### config.mk
export PLATFORM = sky130hd
export DESIGN_NAME = spi_px_arbiter_flat
export DESIGN_NICKNAME = d
export VERILOG_FILES = /design/src/rtl/spi_px_arbiter_if.sv /design/src/rtl/spi_px_arbiter.sv /design/src/flat_wrapper.sv
export SDC_FILE = /design/constraint.sdc
export NUM_CORES = 1
export LEC_CHECK = 0
export CAP_MARGIN = 20
export CORE_ASPECT_RATIO = 1.2
export CORE_MARGIN = 8
export CORE_UTILIZATION = 46
export CTS_BUF_LIST = sky130_fd_sc_hd__clkbuf_8 sky130_fd_sc_hd__clkbuf_16
export DETAILED_ROUTE_END_ITERATION = 10
export PLACE_DENSITY_LB_ADDON = 0.12
export SLEW_MARGIN = 15
export SYNTH_ARGS = -nofsm -noshare
export SYNTH_HDL_FRONTEND = slang
export SYNTH_HIERARCHICAL = 1
export SYNTH_SLANG_ARGS = --single-unit
### constraint.sdc
create_clock -name clk_i -period 2.85 [get_ports clk_i]
set_clock_uncertainty 0.05 [all_clocks]
set_input_delay 0.285 -clock clk_i [delete_from_list [all_inputs] [get_ports clk_i]]
set_output_delay 0.285 -clock clk_i [all_outputs]
set_load 0.01 [all_outputs]
### src/rtl/spi_px_arbiter_if.sv
// Bundle of the SPI pixel-channel signals shared between spi_control,
// the gray/sobel pipeline and the LFSR configuration path.
interface spi_px_arbiter_if #(
    parameter int PIXEL_BITS = 24
);
    logic                  mode_req_i;
    logic                  mode_o;
    logic                  switch_pending_o;
    logic                  spi_rx_rdy_i;
    logic [PIXEL_BITS-1:0] spi_rx_data_i;
    logic                  px_rdy_o;
    logic [PIXEL_BITS-1:0] px_o;
    logic                  cfg_rdy_o;
    logic [PIXEL_BITS-1:0] cfg_data_o;
    logic                  px_done_i;
    logic [PIXEL_BITS-1:0] px_res_i;
    logic                  cfg_done_i;
    logic [PIXEL_BITS-1:0] cfg_res_i;
    logic                  spi_tx_ready_i;
    logic                  spi_tx_rdy_o;
    logic [PIXEL_BITS-1:0] spi_tx_data_o;
    logic                  overflow_o;

    // Arbiter side
    modport slave (
        input  mode_req_i, spi_rx_rdy_i, spi_rx_data_i,
               px_done_i, px_res_i, cfg_done_i, cfg_res_i, spi_tx_ready_i,
        output mode_o, switch_pending_o, px_rdy_o, px_o, cfg_rdy_o, cfg_data_o,
               spi_tx_rdy_o, spi_tx_data_o, overflow_o
    );

    // Driver side (SPI controller / sources / bench)
    modport master (
        output mode_req_i, spi_rx_rdy_i, spi_rx_data_i,
               px_done_i, px_res_i, cfg_done_i, cfg_res_i, spi_tx_ready_i,
        input  mode_o, switch_pending_o, px_rdy_o, px_o, cfg_rdy_o, cfg_data_o,
               spi_tx_rdy_o, spi_tx_data_o, overflow_o
    );
endinterface

### src/rtl/spi_px_arbiter.sv
// SPI pixel channel sharer: registered receive router, per-source transmit
// FIFOs with round-robin arbitration, and a mode FSM that only switches
// paths once the channel is quiescent.

// Small power-of-two FIFO, one per transmit source.
module spi_px_arbiter_fifo #(
    parameter int PIXEL_BITS = 24,
    parameter int FIFO_DEPTH = 2
) (
    input  logic                  clk_i,
    input  logic                  reset_i,
    input  logic                  i_push,
    input  logic                  i_pop,
    input  logic [PIXEL_BITS-1:0] i_wdata,
    output logic [PIXEL_BITS-1:0] o_rdata,
    output logic                  o_empty,
    output logic                  o_drop
);
    localparam int AW = (FIFO_DEPTH > 1) ? $clog2(FIFO_DEPTH) : 1;

    logic [PIXEL_BITS-1:0] r_mem [FIFO_DEPTH];
    logic [AW-1:0]         r_wptr;
    logic [AW-1:0]         r_rptr;
    logic [AW:0]           r_count;
    logic                  w_full;
    logic                  w_do_push;
    logic                  w_do_pop;

    assign w_full    = (r_count == (AW+1)'(FIFO_DEPTH));
    assign o_empty   = (r_count == '0);
    // A simultaneous pop frees a slot, so a push into a full FIFO still lands.
    assign w_do_push = i_push && (!w_full || i_pop);
    assign w_do_pop  = i_pop && !o_empty;
    assign o_drop    = i_push && w_full && !i_pop;
    assign o_rdata   = r_mem[r_rptr];

    // Storage write; contents are don't-care while the count says empty.
    always_ff @(posedge clk_i) begin
        if (w_do_push)
            r_mem[r_wptr] <= i_wdata;
    end

    // Pointer and occupancy tracking; pointers wrap on the power-of-two depth.
    always_ff @(posedge clk_i or posedge reset_i) begin
        if (reset_i) begin
            r_wptr  <= '0;
            r_rptr  <= '0;
            r_count <= '0;
        end else begin
            if (w_do_push)
                r_wptr <= r_wptr + 1'b1;
            if (w_do_pop)
                r_rptr <= r_rptr + 1'b1;
            if (w_do_push && !w_do_pop)
                r_count <= r_count + 1'b1;
            else if (!w_do_push && w_do_pop)
                r_count <= r_count - 1'b1;
        end
    end
endmodule

module spi_px_arbiter #(
    parameter int PIXEL_BITS = 24,
    parameter int FIFO_DEPTH = 2
) (
    input  logic              clk_i,
    input  logic              reset_i,
    spi_px_arbiter_if.slave   bus
);
    localparam int NSRC    = 2;
    localparam int SRC_PX  = 0;
    localparam int SRC_CFG = 1;

    localparam logic [0:0] ST_ACTIVE = 1'b0;
    localparam logic [0:0] ST_DRAIN  = 1'b1;

    logic [NSRC-1:0]                 w_push;
    logic [NSRC-1:0]                 w_pop;
    logic [NSRC-1:0]                 w_empty;
    logic [NSRC-1:0]                 w_drop;
    logic [NSRC-1:0][PIXEL_BITS-1:0] w_wdata;
    logic [NSRC-1:0][PIXEL_BITS-1:0] w_rdata;

    logic                  w_gnt_vld;
    logic                  w_gnt_cfg;
    logic                  w_quiet;

    logic [0:0]            r_state;
    logic                  r_mode;
    logic                  r_last_cfg;
    logic                  r_px_rdy;
    logic [PIXEL_BITS-1:0] r_px;
    logic                  r_cfg_rdy;
    logic [PIXEL_BITS-1:0] r_cfg;
    logic                  r_tx_rdy;
    logic [PIXEL_BITS-1:0] r_tx_data;
    logic                  r_overflow;

    // Results are buffered from both sources regardless of mode so late
    // results after a switch still drain.
    assign w_push[SRC_PX]   = bus.px_done_i;
    assign w_push[SRC_CFG]  = bus.cfg_done_i;
    assign w_wdata[SRC_PX]  = bus.px_res_i;
    assign w_wdata[SRC_CFG] = bus.cfg_res_i;

    for (genvar g = 0; g < NSRC; g++) begin : g_src
        spi_px_arbiter_fifo #(
            .PIXEL_BITS (PIXEL_BITS),
            .FIFO_DEPTH (FIFO_DEPTH)
        ) u_fifo (
            .clk_i   (clk_i),
            .reset_i (reset_i),
            .i_push  (w_push[g]),
            .i_pop   (w_pop[g]),
            .i_wdata (w_wdata[g]),
            .o_rdata (w_rdata[g]),
            .o_empty (w_empty[g]),
            .o_drop  (w_drop[g])
        );
    end

    // Round-robin grant: with both pending, the source not granted last wins.
    always_comb begin
        w_gnt_vld = bus.spi_tx_ready_i && (w_empty != {NSRC{1'b1}});
        if (!w_empty[SRC_PX] && !w_empty[SRC_CFG])
            w_gnt_cfg = !r_last_cfg;
        else
            w_gnt_cfg = !w_empty[SRC_CFG];
        w_pop          = '0;
        w_pop[SRC_CFG] = w_gnt_vld && w_gnt_cfg;
        w_pop[SRC_PX]  = w_gnt_vld && !w_gnt_cfg;
    end

    // Transmit word register and round-robin pointer (starts favouring px).
    always_ff @(posedge clk_i or posedge reset_i) begin
        if (reset_i) begin
            r_tx_rdy   <= 1'b0;
            r_tx_data  <= '0;
            r_last_cfg <= 1'b1;
        end else begin
            r_tx_rdy <= w_gnt_vld;
            if (w_gnt_vld) begin
                r_tx_data  <= w_rdata[w_gnt_cfg];
                r_last_cfg <= w_gnt_cfg;
            end
        end
    end

    // Receive router: steer by the current (old, while draining) mode.
    always_ff @(posedge clk_i or posedge reset_i) begin
        if (reset_i) begin
            r_px_rdy  <= 1'b0;
            r_px      <= '0;
            r_cfg_rdy <= 1'b0;
            r_cfg     <= '0;
        end else begin
            r_px_rdy  <= bus.spi_rx_rdy_i && !r_mode;
            r_cfg_rdy <= bus.spi_rx_rdy_i && r_mode;
            if (bus.spi_rx_rdy_i && !r_mode)
                r_px <= bus.spi_rx_data_i;
            if (bus.spi_rx_rdy_i && r_mode)
                r_cfg <= bus.spi_rx_data_i;
        end
    end

    // Sticky drop flag, cleared only by reset.
    always_ff @(posedge clk_i or posedge reset_i) begin
        if (reset_i)
            r_overflow <= 1'b0;
        else if (|w_drop)
            r_overflow <= 1'b1;
    end

    // Quiescent: nothing buffered, nothing entering, nothing leaving.
    assign w_quiet = (&w_empty) && !(|w_push) && !(|w_pop) && !bus.spi_rx_rdy_i;

    // Mode FSM: a withdrawn request wins over a pending switch.
    always_ff @(posedge clk_i or posedge reset_i) begin
        if (reset_i) begin
            r_state <= ST_ACTIVE;
            r_mode  <= 1'b0;
        end else begin
            case (r_state)
                ST_ACTIVE: begin
                    if (bus.mode_req_i != r_mode)
                        r_state <= ST_DRAIN;
                end
                default: begin
                    if (bus.mode_req_i == r_mode) begin
                        r_state <= ST_ACTIVE;
                    end else if (w_quiet) begin
                        r_state <= ST_ACTIVE;
                        r_mode  <= !r_mode;
                    end
                end
            endcase
        end
    end

    assign bus.mode_o           = r_mode;
    assign bus.switch_pending_o = (r_state == ST_DRAIN);
    assign bus.px_rdy_o         = r_px_rdy;
    assign bus.px_o             = r_px;
    assign bus.cfg_rdy_o        = r_cfg_rdy;
    assign bus.cfg_data_o       = r_cfg;
    assign bus.spi_tx_rdy_o     = r_tx_rdy;
    assign bus.spi_tx_data_o    = r_tx_data;
    assign bus.overflow_o       = r_overflow;
endmodule

### src/flat_wrapper.sv
// flat-port wrapper written by rule: the top's interface ports become plain ports
module spi_px_arbiter_flat 
#(
    parameter int PIXEL_BITS = 24,
    parameter int FIFO_DEPTH = 2
)
  (clk_i, reset_i, bus_mode_req_i, bus_spi_rx_rdy_i, bus_spi_rx_data_i, bus_px_done_i, bus_px_res_i, bus_cfg_done_i, bus_cfg_res_i, bus_spi_tx_ready_i, bus_mode_o, bus_switch_pending_o, bus_px_rdy_o, bus_px_o, bus_cfg_rdy_o, bus_cfg_data_o, bus_spi_tx_rdy_o, bus_spi_tx_data_o, bus_overflow_o);
  spi_px_arbiter_if #(.PIXEL_BITS(PIXEL_BITS)) bus_i ();
  input  logic clk_i;
  input  logic reset_i;
  input wire logic [$bits(bus_i.mode_req_i)-1:0] bus_mode_req_i;
  input wire logic [$bits(bus_i.spi_rx_rdy_i)-1:0] bus_spi_rx_rdy_i;
  input wire logic [$bits(bus_i.spi_rx_data_i)-1:0] bus_spi_rx_data_i;
  input wire logic [$bits(bus_i.px_done_i)-1:0] bus_px_done_i;
  input wire logic [$bits(bus_i.px_res_i)-1:0] bus_px_res_i;
  input wire logic [$bits(bus_i.cfg_done_i)-1:0] bus_cfg_done_i;
  input wire logic [$bits(bus_i.cfg_res_i)-1:0] bus_cfg_res_i;
  input wire logic [$bits(bus_i.spi_tx_ready_i)-1:0] bus_spi_tx_ready_i;
  output wire logic [$bits(bus_i.mode_o)-1:0] bus_mode_o;
  output wire logic [$bits(bus_i.switch_pending_o)-1:0] bus_switch_pending_o;
  output wire logic [$bits(bus_i.px_rdy_o)-1:0] bus_px_rdy_o;
  output wire logic [$bits(bus_i.px_o)-1:0] bus_px_o;
  output wire logic [$bits(bus_i.cfg_rdy_o)-1:0] bus_cfg_rdy_o;
  output wire logic [$bits(bus_i.cfg_data_o)-1:0] bus_cfg_data_o;
  output wire logic [$bits(bus_i.spi_tx_rdy_o)-1:0] bus_spi_tx_rdy_o;
  output wire logic [$bits(bus_i.spi_tx_data_o)-1:0] bus_spi_tx_data_o;
  output wire logic [$bits(bus_i.overflow_o)-1:0] bus_overflow_o;
  assign bus_i.mode_req_i = bus_mode_req_i;
  assign bus_i.spi_rx_rdy_i = bus_spi_rx_rdy_i;
  assign bus_i.spi_rx_data_i = bus_spi_rx_data_i;
  assign bus_i.px_done_i = bus_px_done_i;
  assign bus_i.px_res_i = bus_px_res_i;
  assign bus_i.cfg_done_i = bus_cfg_done_i;
  assign bus_i.cfg_res_i = bus_cfg_res_i;
  assign bus_i.spi_tx_ready_i = bus_spi_tx_ready_i;
  assign bus_mode_o = bus_i.mode_o;
  assign bus_switch_pending_o = bus_i.switch_pending_o;
  assign bus_px_rdy_o = bus_i.px_rdy_o;
  assign bus_px_o = bus_i.px_o;
  assign bus_cfg_rdy_o = bus_i.cfg_rdy_o;
  assign bus_cfg_data_o = bus_i.cfg_data_o;
  assign bus_spi_tx_rdy_o = bus_i.spi_tx_rdy_o;
  assign bus_spi_tx_data_o = bus_i.spi_tx_data_o;
  assign bus_overflow_o = bus_i.overflow_o;
  spi_px_arbiter #(.PIXEL_BITS(PIXEL_BITS), .FIFO_DEPTH(FIFO_DEPTH)) u_core (.clk_i(clk_i), .reset_i(reset_i), .bus(bus_i));
endmodule
* Word-level counts from Yosys, hierarchy flattened *
Memory sizes are Yosys's and may differ from the RTL's.
Cells that the tools add are included.

storage, ports and cells
  register bits = 87
  logic and storage cells = 96
  RAM bits = 96
  memories = 2
  output and inout port bits = 78

memories
  memory                        depth  bits a word  read ports  clocked after Yosys merged registers in  wr ports  RTL line              source
  u_core.g_src[0].u_fifo.r_mem  2      24           1           0                                        1         spi_px_arbiter.sv:21  logic [PIXEL_BITS-1:0] r_mem [FIFO_DEPTH];
  u_core.g_src[1].u_fifo.r_mem  2      24           1           0                                        1         spi_px_arbiter.sv:21

cells by class
  bitwise operators = 1
  add/subtract/negate cells = 8
  muxes and demuxes = 15
  magnitude comparators = 1
  reductions and logical operators = 48
  eq/ne operators = 5

operators by type and width
  cell                                                                  count
  24-bit two-way mux                                                    2
  1-bit logical AND                                                     21
  1-bit logical NOT                                                     16
  1-bit two-way mux                                                     9
  2-bit two-way mux                                                     4
  2-bit OR reduction                                                    3
  1-bit adder, second input constant                                    4
  2-bit by 1-bit adder with 2-bit output, second input constant         2
  2-bit equality test, second input constant                            2
  2-bit logical NOT                                                     2
  2-bit nonzero test                                                    2
  2-bit by 1-bit subtractor with 2-bit output, second input constant    2
  3-bit AND reduction                                                   1
  1-bit logical OR                                                      2
  1-bit by 2-bit < comparator with 1-bit output, second input constant  1
  2-bit != test, second input constant                                  1
  2-bit AND reduction                                                   1
  1-bit equality test                                                   1
  1-bit != test                                                         1
  1-bit inverter                                                        1

* Depth between registers and ports, before layout *
Gate-level depths: netlist of the first run.

  word-level depth = 13
  depth in mapped cells = 11
  gate-level depth less buffers = 9

* Hierarchy *
Netlist of the first run, hierarchy kept.

by module, submodules not included
  module               instances  cells an instance  sequential area each (um^2)  area an instance (um^2)
  spi_px_arbiter_fifo  2          96                 1541.5                       1956.9
  spi_px_arbiter       1          262                1978.1                       3319.4

* Worst setup path after synthesis of the first run *
No wires, ideal clock.

  path type = reg-to-reg
  start = reg u_core.g_src[0].u_fifo.r_count[0]
  end = mem u_core.g_src[1].u_fifo.r_mem[0][0] (enable)
  path buffers = 2
  stages on the path, launching flop included = 8
  path slack = -0.090 ns
  setup time = 0.405 ns
  data arrival time = 2.485 ns
  period minus slack after synthesis = 2.940 ns
  cell sequence = dfrtp_1 nor2_1 nand2b_1 buf_2 buf_4 and3_1 o31ai_4 nor2_1

on the way
  longest elaborated chain between the ends = 9
  elaborated cells on any way between the ends = 11
  classes of those cells = eq/ne (1); mux (3); reduce/logical (7)

ends and longest elaborated chain
  item                                       RTL line               source
  from (decl)                                spi_px_arbiter.sv:24   logic [AW:0] r_count;
  from (signal assigned)                     spi_px_arbiter.sv:55   r_count <= r_count + 1'b1;
  from (signal assigned)                     spi_px_arbiter.sv:57   r_count <= r_count - 1'b1;
  2-bit logical NOT *                        spi_px_arbiter.sv:30   assign o_empty = (r_count == '0);
  via u_core.w_empty[0]                      spi_px_arbiter.sv:79   logic [NSRC-1:0] w_empty;
  1-bit logical NOT                          spi_px_arbiter.sv:125  if (!w_empty[SRC_PX] && !w_empty[SRC_CFG])
  1-bit logical AND                          spi_px_arbiter.sv:125
  1-bit two-way mux                          spi_px_arbiter.sv:125
  1-bit logical AND *                        spi_px_arbiter.sv:130  w_pop[SRC_CFG] = w_gnt_vld && w_gnt_cfg;
  via u_core.w_pop[1]                        spi_px_arbiter.sv:78   logic [NSRC-1:0] w_pop;
  1-bit logical OR *                         spi_px_arbiter.sv:32   assign w_do_push = i_push && (!w_full || i_pop);
  1-bit logical AND *                        spi_px_arbiter.sv:32
  1-bit two-way mux *                        spi_px_arbiter.sv:39   if (w_do_push)
  1-bit two-way mux (not written as such) *  spi_px_arbiter.sv:40   r_mem[r_wptr] <= i_wdata;
  to (decl)                                  spi_px_arbiter.sv:21

Mark *: on every way through the listed nets, which the timed path passes. The rest lies on a longest branch.

* Worst setup path in the final report of the first run *
  start = reg u_core.g_src[1].u_fifo.r_count[0]
  end = mem u_core.g_src[0].u_fifo.r_mem[1][17] (enable)

on the way
  longest elaborated chain between the ends = 10
  elaborated cells on any way between the ends = 12
  classes of those cells = eq/ne (1); mux (3); reduce/logical (8)

ends and longest elaborated chain
  item                                       RTL line                                      source
  from (decl)                                spi_px_arbiter.sv:24
  from (signal assigned)                     spi_px_arbiter.sv:55
  from (signal assigned)                     spi_px_arbiter.sv:57
  2-bit logical NOT *                        spi_px_arbiter.sv:30
  via u_core.w_empty[1]                      spi_px_arbiter.sv:79
  1-bit logical NOT                          spi_px_arbiter.sv:125, spi_px_arbiter.sv:128
  1-bit logical AND                          spi_px_arbiter.sv:125
  1-bit two-way mux                          spi_px_arbiter.sv:125
  1-bit logical NOT                          spi_px_arbiter.sv:131                         w_pop[SRC_PX] = w_gnt_vld && !w_gnt_cfg;
  1-bit logical AND *                        spi_px_arbiter.sv:131
  via u_core.w_pop[0]                        spi_px_arbiter.sv:78
  1-bit logical OR *                         spi_px_arbiter.sv:32
  1-bit logical AND *                        spi_px_arbiter.sv:32
  via u_core.g_src[0].u_fifo.w_do_push       spi_px_arbiter.sv:26                          logic w_do_push;
  1-bit two-way mux *                        spi_px_arbiter.sv:39
  1-bit two-way mux (not written as such) *  spi_px_arbiter.sv:40
  to (decl)                                  spi_px_arbiter.sv:21

Marks and branches as above.

==> metrics.txt, run 1 <==
largest net degree at the start of global routing 54; HPWL after DPL 11.3 mm; worst supply voltage drop on vdd 512 uV; Die Height 153 um; final hold viol count 0; via count of the first global-routing pass 4499; slew at the pin with the worst max-slew slack 0.908 ns; CTS root buf sky130_fd_sc_hd__clkbuf_16; critical path type flop to flop; part of the power in registers 41.6%; power per cell area 1040 nW/um^2; Die Span X 130 um; internal power 6.72 mW; Cells after Synth 454; DRT Pass-1 Iters 5; number of cells on the worst reg-to-reg path 7; Period Utilization, post-route 87.9%; part of the total power dissipated in combinational logic 36.3%; post-route ant nets 0; Die ar. 20000 sq um; hold_ws 0.103 ns; total routed wirelength 15.8 mm; Area growth syn-to-layout 32.1%; number of synthesized register bits 183; power share of the clock group 22.1%; total chip power 9.95 mW; clock tree buffer depth 2; Clock Sink Count 183; Core Box Area 15500 sq um; Final Wtd Congestion 0.890; CTS resizes 0; peak clock frequency supported by timing 399 MHz; reg2reg end u_core/g_src[0].u_fifo/r_mem[1][17]; GRT Residual Overflow 0; clock tree from TritonCTS built; sequential fraction of the synthesis area 70.0%; max capacitance violation total 0; worst-path maximum fanout 26; CP Data Required Time 2.90 ns; area of the mapped netlist 7230 sq um; number of placement rows 50; H-tree levels 4; final critical-path required period 2.51 ns; warning count from the yosys run 6; via count 4243; startpoint class of the critical path flop; number of antenna violations at the first check in global routing 0; number of buffers created by CTS 17; later-pin clock latency in the skew report 0.43 ns; Finished Core Util 61.6%; number of buffers inserted by port buffering 156; number of nets at the end of the flow 695; normalized max-slew margin 39.2%; fraction of synthesis flops using an asynchronous set or reset pin 47.5%; synth unique cells 34; Leakage 3.68 nW; origin of the critical flop-to-flop path u_core/g_src[1].u_fifo/r_count[0]; switching power 3.22 mW; Post-CTS Repair Setup Buffers 0; WL per Instance 18.9 um; Post-Syn Nets 535; clock slew at the register clock pins of the worst setup and hold paths 0.07 ns; count of flip-flops with a built-in enable after synthesis 96; Synth Area per Inst 15.9 sq um; mean number of vias per cell 5.08; Max Transition Viols Final 0; total negative slack 0 ns; Ant. Diodes 0; global-route wire length before repair 24.1 mm; DRC violation total after the first TritonRoute iteration 398; Switching Share 32.4%; starting density of the core 46.6%; DR DRC count 0; Worst Hold Class input pin to async pin; Boundary Pins 157; fraction of final layout cells sized beyond drive strength 1 19.6%; result of the run finished clean; aggregate global-route resource usage 16.1%; data arrival time of the worst path 2.55 ns; Reg2Reg Setup Slack 0.34 ns; Setup Viol. Count Final 0; RSZ-0062 raised after global routing false; hold buffer count at CTS 0; start point of the critical path u_core/g_src[1].u_fifo/r_count[0]; Crit. End Element flop; predominant post-synthesis flop cell sky130_fd_sc_hd__edfxtp_1
==> layout make-up <==
cell class | instances | area [sq um]
multi-input combinational | 234 | 1970
timing repair buffer | 167 | 1660
tap | 208 | 260
fill | 1246 | 5960
clock buffer | 17 | 425
sequential | 183 | 5060
clock inverter | 15 | 136
inverter | 11 | 42.5
==> critical path, cell delays in order (launching register included) <==
cell and delay, ns:
sky130_fd_sc_hd__dfrtp_1 0.47, sky130_fd_sc_hd__nor2_1 0.33, sky130_fd_sc_hd__inv_2 0.24, sky130_fd_sc_hd__a21boi_1 0.41, sky130_fd_sc_hd__o31ai_4 0.14, sky130_fd_sc_hd__inv_2 0.08
sky130_fd_sc_hd__and2_1 0.12, sky130_fd_sc_hd__buf_4 0.32
==> cell usage after synthesis, types with 4 or more instances <==
cell / instances / share of area, %
sky130_fd_sc_hd__a31oi_1: 23 / 2.0
sky130_fd_sc_hd__and3_1: 4 / 0.35
sky130_fd_sc_hd__buf_2: 13 / 0.90
sky130_fd_sc_hd__buf_4: 7 / 0.73
sky130_fd_sc_hd__buf_6: 4 / 0.62
sky130_fd_sc_hd__dfrtp_1: 86 / 30
sky130_fd_sc_hd__edfxtp_1: 96 / 40
sky130_fd_sc_hd__inv_1: 7 / 0.36
sky130_fd_sc_hd__inv_2: 4 / 0.21
sky130_fd_sc_hd__mux2_1: 30 / 4.7
sky130_fd_sc_hd__mux2_2: 48 / 7.5
sky130_fd_sc_hd__mux2_4: 19 / 3.9
sky130_fd_sc_hd__nand3_1: 23 / 1.6
sky130_fd_sc_hd__nor2_1: 32 / 1.7
sky130_fd_sc_hd__o21ai_0: 23 / 1.6
sky130_fd_sc_hd__xnor2_1: 9 / 1.1
==> flip-flops by register name, indices dropped and copies added (netlist names) <==
| register | cells |
|---|---|
| u_core/bus.cfg_data_o | 24 |
| u_core/g_src.u_fifo/r_count | 4 |
| u_core/bus.spi_tx_data_o | 24 |
| u_core/bus.px_o | 24 |
| u_core/bus.mode_o | 1 |
| u_core/bus.px_rdy_o | 1 |
| u_core/bus.overflow_o | 1 |
| u_core/bus.cfg_rdy_o | 1 |
| u_core/g_src.u_fifo/r_mem | 96 |
| u_core/g_src.u_fifo/r_rptr | 2 |
| u_core/g_src.u_fifo/r_wptr | 2 |
| u_core/bus.switch_pending_o | 1 |
| u_core/bus.spi_tx_rdy_o | 1 |
| u_core/r_last_cfg | 1 |
==> worst max-delay path by stage <==
stage | endpoint | slack, ns
after global routing | u_core/g_src[0].u_fifo/r_mem[1][5] | 0.17
after detailed placement | u_core/g_src[0].u_fifo/r_mem[1][17] | 0.38
after floorplan | u_core/g_src[0].u_fifo/r_mem[0][0] | 0.04
final | u_core/g_src[0].u_fifo/r_mem[1][17] | 0.34
after global placement | u_core/g_src[0].u_fifo/r_mem[1][11] | 0.42
after CTS | u_core/g_src[0].u_fifo/r_mem[1][20] | 0.35
==> kinds of logic (layout without fill, tap and decap cells) <==
kind of cell	after synthesis	count (layout)	share of synthesized area [%]
flops	183	183	70.0
mux	97	97	16.1
buf+inv	37	210	2.92
xor+xnor	11	11	1.33
fa+ha+maj	2	2	0.346
simple gates	68	68	4.41
compound gates	56	56	4.93
==> power groups by stage <==
| stage | sequential, mW | combinational [mW] | clock (mW) |
|---|---|---|---|
| after floorplan | 4.28 | 1.95 | 0 |
| after global placement | 4.17 | 3.58 | 0 |
| after detailed placement | 4.19 | 3.67 | 0 |
| after CTS | 4.14 | 3.68 | 2.26 |
| after global routing | 4.24 | 3.92 | 2.38 |
| final | 4.13 | 3.61 | 2.20 |
==> through the flow <==
stage               setup slack, ns  cell area (sq um)  std cells
global placement              0.417               8990        803
floorplan                    0.0368               7240        454
CTS                           0.352               9560        835
global route                  0.175               9560        835
finish                        0.345               9560        835
detailed placement            0.378               8990        803
==> metal layers <==
metal	track usage, %	routed length [um]	vias up
met3	4.91	1330	13
met2	26.1	7800	169
met4	6.47	238	0
li1	-	-	1999
met5	0	0	-
met1	19.5	6450	2062
==> placed cells by master (no fill, tap or decap), types with 6 or more instances in the layout <==
cell / count
sky130_fd_sc_hd__clkdlybuf4s50_1: 156
sky130_fd_sc_hd__edfxtp_1: 96
sky130_fd_sc_hd__dfrtp_1: 86
sky130_fd_sc_hd__mux2_2: 48
sky130_fd_sc_hd__mux2_1: 30
sky130_fd_sc_hd__nor2_1: 30
sky130_fd_sc_hd__o21ai_0: 23
sky130_fd_sc_hd__nand3_1: 23
sky130_fd_sc_hd__a31oi_1: 23
sky130_fd_sc_hd__mux2_4: 19
sky130_fd_sc_hd__clkbuf_16: 17
sky130_fd_sc_hd__buf_4: 10
sky130_fd_sc_hd__xnor2_1: 9
sky130_fd_sc_hd__inv_6: 6
sky130_fd_sc_hd__inv_1: 6
No activity file was read; power rests on OpenSTA's default activity.
==> run 2, diff against run 1 <==
CORE_MARGIN = 2   (was 8)
==> run 2 against run 1 <==
Compared with the run above: setup slack got worse by 0.042 ns; hold slack got worse by 0.012 ns; non-clock buffer count increased by 3; utilization increased by 0.21 points; wire length decreased by 3.4%; maximum frequency decreased by 1.6%; sequential power about the same; critical endpoint is now u_core/g_src[0].u_fifo/r_count[1]; largest power group unchanged.
==> metrics.txt, run 2 (synthesis results as in run 1) <==
result of the run finished clean; starting density of the core 46.6%; Period Utilization, post-route 89.4%; Area growth syn-to-layout 32.6%; Cells after DPL 805; stages on the worst setup path 10; fill cell instance count of the final layout 1220; max reg flops 96; largest net degree at the start of global routing 49; critical path type flop to flop; Crit. End Element flop; number of cells on the worst reg-to-reg path 10; dpl cell area 9000 sq um; Slowest-stage cell, CP sky130_fd_sc_hd__dfrtp_1; Die Span X 118 um; DRT Pass-1 Iters 5; DR DRC count 0; WL per Instance 18.2 um; post-route ant nets 0; clock slew at the register clock pins of the worst setup and hold paths 0.07 ns; total routed wirelength 15.3 mm; Final Wtd Congestion 0.829; crit-path leading delay family simple AND/OR/NAND/NOR gates; slew at the pin with the worst max-slew slack 0.892 ns; number of nets at the end of the flow 698; Worst Hold Class input pin to async pin; Core Box Area 15500 sq um; highest-count cells in the layout ignoring fill and taps sky130_fd_sc_hd__clkdlybuf4s50_1 (156), sky130_fd_sc_hd__edfxtp_1 (96), sky130_fd_sc_hd__dfrtp_1 (86); worst-path maximum fanout 24; number of buffers inserted by port buffering 156; H-tree levels 4; power per cell area 1050 nW/um^2; cell with the most instances on the worst path sky130_fd_sc_hd__nor2_1; CTS root buf sky130_fd_sc_hd__clkbuf_16; clock tree buffer depth 2; normalized max-slew margin 40.2%; clock tree from TritonCTS built; final critical-path required period 2.55 ns; total chip power 10.0 mW; hold_ws 0.0905 ns; RSZ-0062 raised after global routing false; most common cell after layout, fill and taps aside sky130_fd_sc_hd__clkdlybuf4s50_1; later-pin clock latency in the skew report 0.43 ns; HPWL after DPL 10.8 mm; via count of the first global-routing pass 4580; number of placement rows 50; highest cell delay on the worst timing path 0.41 ns; Ant. Diodes 0; GRT Residual Overflow 0; final non-filler cell total 838; startpoint class of the critical path flop; Die Height 141 um; Die ar. 16700 sq um; Reg2Reg Setup Slack 0.30 ns; peak clock frequency supported by timing 393 MHz; Setup Viol. Count Final 0; via count 4305; total negative slack 0 ns; number of buffers created by CTS 17; DRC violation total after the first TritonRoute iteration 206; reg2reg end u_core/g_src[0].u_fifo/r_count[1]; aggregate global-route resource usage 19.1%; fraction of final layout cells sized beyond drive strength 1 19.7%; worst supply voltage drop on vdd 591 uV; CP Data Required Time 3.11 ns; Top reg by flops u_core/g_src.u_fifo/r_mem; number of antenna violations at the first check in global routing 0; post-route cell area 9590 sq um; cell-by-cell listing of the critical path nor2_1, nand2b_1, buf_4, a21boi_1, o31ai_4, inv_2, ha_1, xor2_1, nor2_1, xnor2_1; Post-CTS Repair Setup Buffers 0; mean number of vias per cell 5.14; CTS resizes 0; Clock Sink Count 183; max capacitance violation total 0; global-route wire length before repair 24.1 mm; final hold viol count 0; Boundary Pins 157; Max Transition Viols Final 0; origin of the critical flop-to-flop path u_core/g_src[0].u_fifo/r_count[1]; hold buffer count at CTS 0; number of buffers and inverters on the critical path 2; data arrival time of the worst path 2.80 ns; Leakage 3.72 nW
## run 2: cell types whose count changed in the layout (fill, tap and decap cells not counted)
cell                         delta
sky130_fd_sc_hd__buf_8          +1
sky130_fd_sc_hd__inv_4          +2
sky130_fd_sc_hd__clkbuf_16      +1
sky130_fd_sc_hd__inv_1          +2
sky130_fd_sc_hd__clkinvlp_4     -1
sky130_fd_sc_hd__buf_4          +3
sky130_fd_sc_hd__bufinv_16      +1
sky130_fd_sc_hd__buf_12         -1
sky130_fd_sc_hd__clkinv_2       +3
sky130_fd_sc_hd__inv_6          -4
sky130_fd_sc_hd__clkinv_4       -3
sky130_fd_sc_hd__inv_8          -3
sky130_fd_sc_hd__clkbuf_8       +2
## run 2: routing by layer
layer,global-route usage (%),part of all wire (%),vias up
li1,-,-,1988
met1,22.0,39,2126
met2,32.9,52,167
met3,5.67,6.4,24
met4,8.52,2.3,0
met5,0,0,-
## run 2: worst max-delay path by stage
stage | start | to | slack, ns
floorplan | u_core/g_src[0].u_fifo/r_count[0] | u_core/g_src[0].u_fifo/r_mem[0][0] | 0.04
global placement | u_core/g_src[0].u_fifo/r_count[1] | u_core/g_src[1].u_fifo/r_mem[1][9] | 0.27
detailed placement | u_core/g_src[0].u_fifo/r_count[1] | u_core/g_src[1].u_fifo/r_mem[1][9] | 0.15
CTS | u_core/g_src[0].u_fifo/r_count[1] | u_core/g_src[1].u_fifo/r_mem[1][11] | 0.11
global route | u_core/g_src[0].u_fifo/r_count[1] | u_core/g_src[0].u_fifo/r_count[1] | 0.13
finish | u_core/g_src[0].u_fifo/r_count[1] | u_core/g_src[0].u_fifo/r_count[1] | 0.30
## run 2: report_power, final
group	leakage [nW]	switching, mW	internal (mW)
sequential	1.92	0.448	3.70
clock	0.295	0.963	1.30
combinational	1.50	1.72	1.89
## run 2: area by class of cell
type	count	area, sq um	area share (%)
Sequential cell	183	5060	52.8
Clock inverter	12	98.8	1.03
Multi-Input combinational cell	234	1970	20.6
Tap cell	208	260	2.71
Timing Repair Buffer	170	1670	17.5
Inverter	11	42.5	0.444
Clock buffer	20	478	4.98
## run 2: metrics by stage
stage               utilization, %  setup WS (ns)
global placement              58.0          0.268
CTS                           61.7          0.115
detailed placement            58.0          0.147
finish                        61.8          0.303
global route                  61.8          0.130
floorplan                        -         0.0368
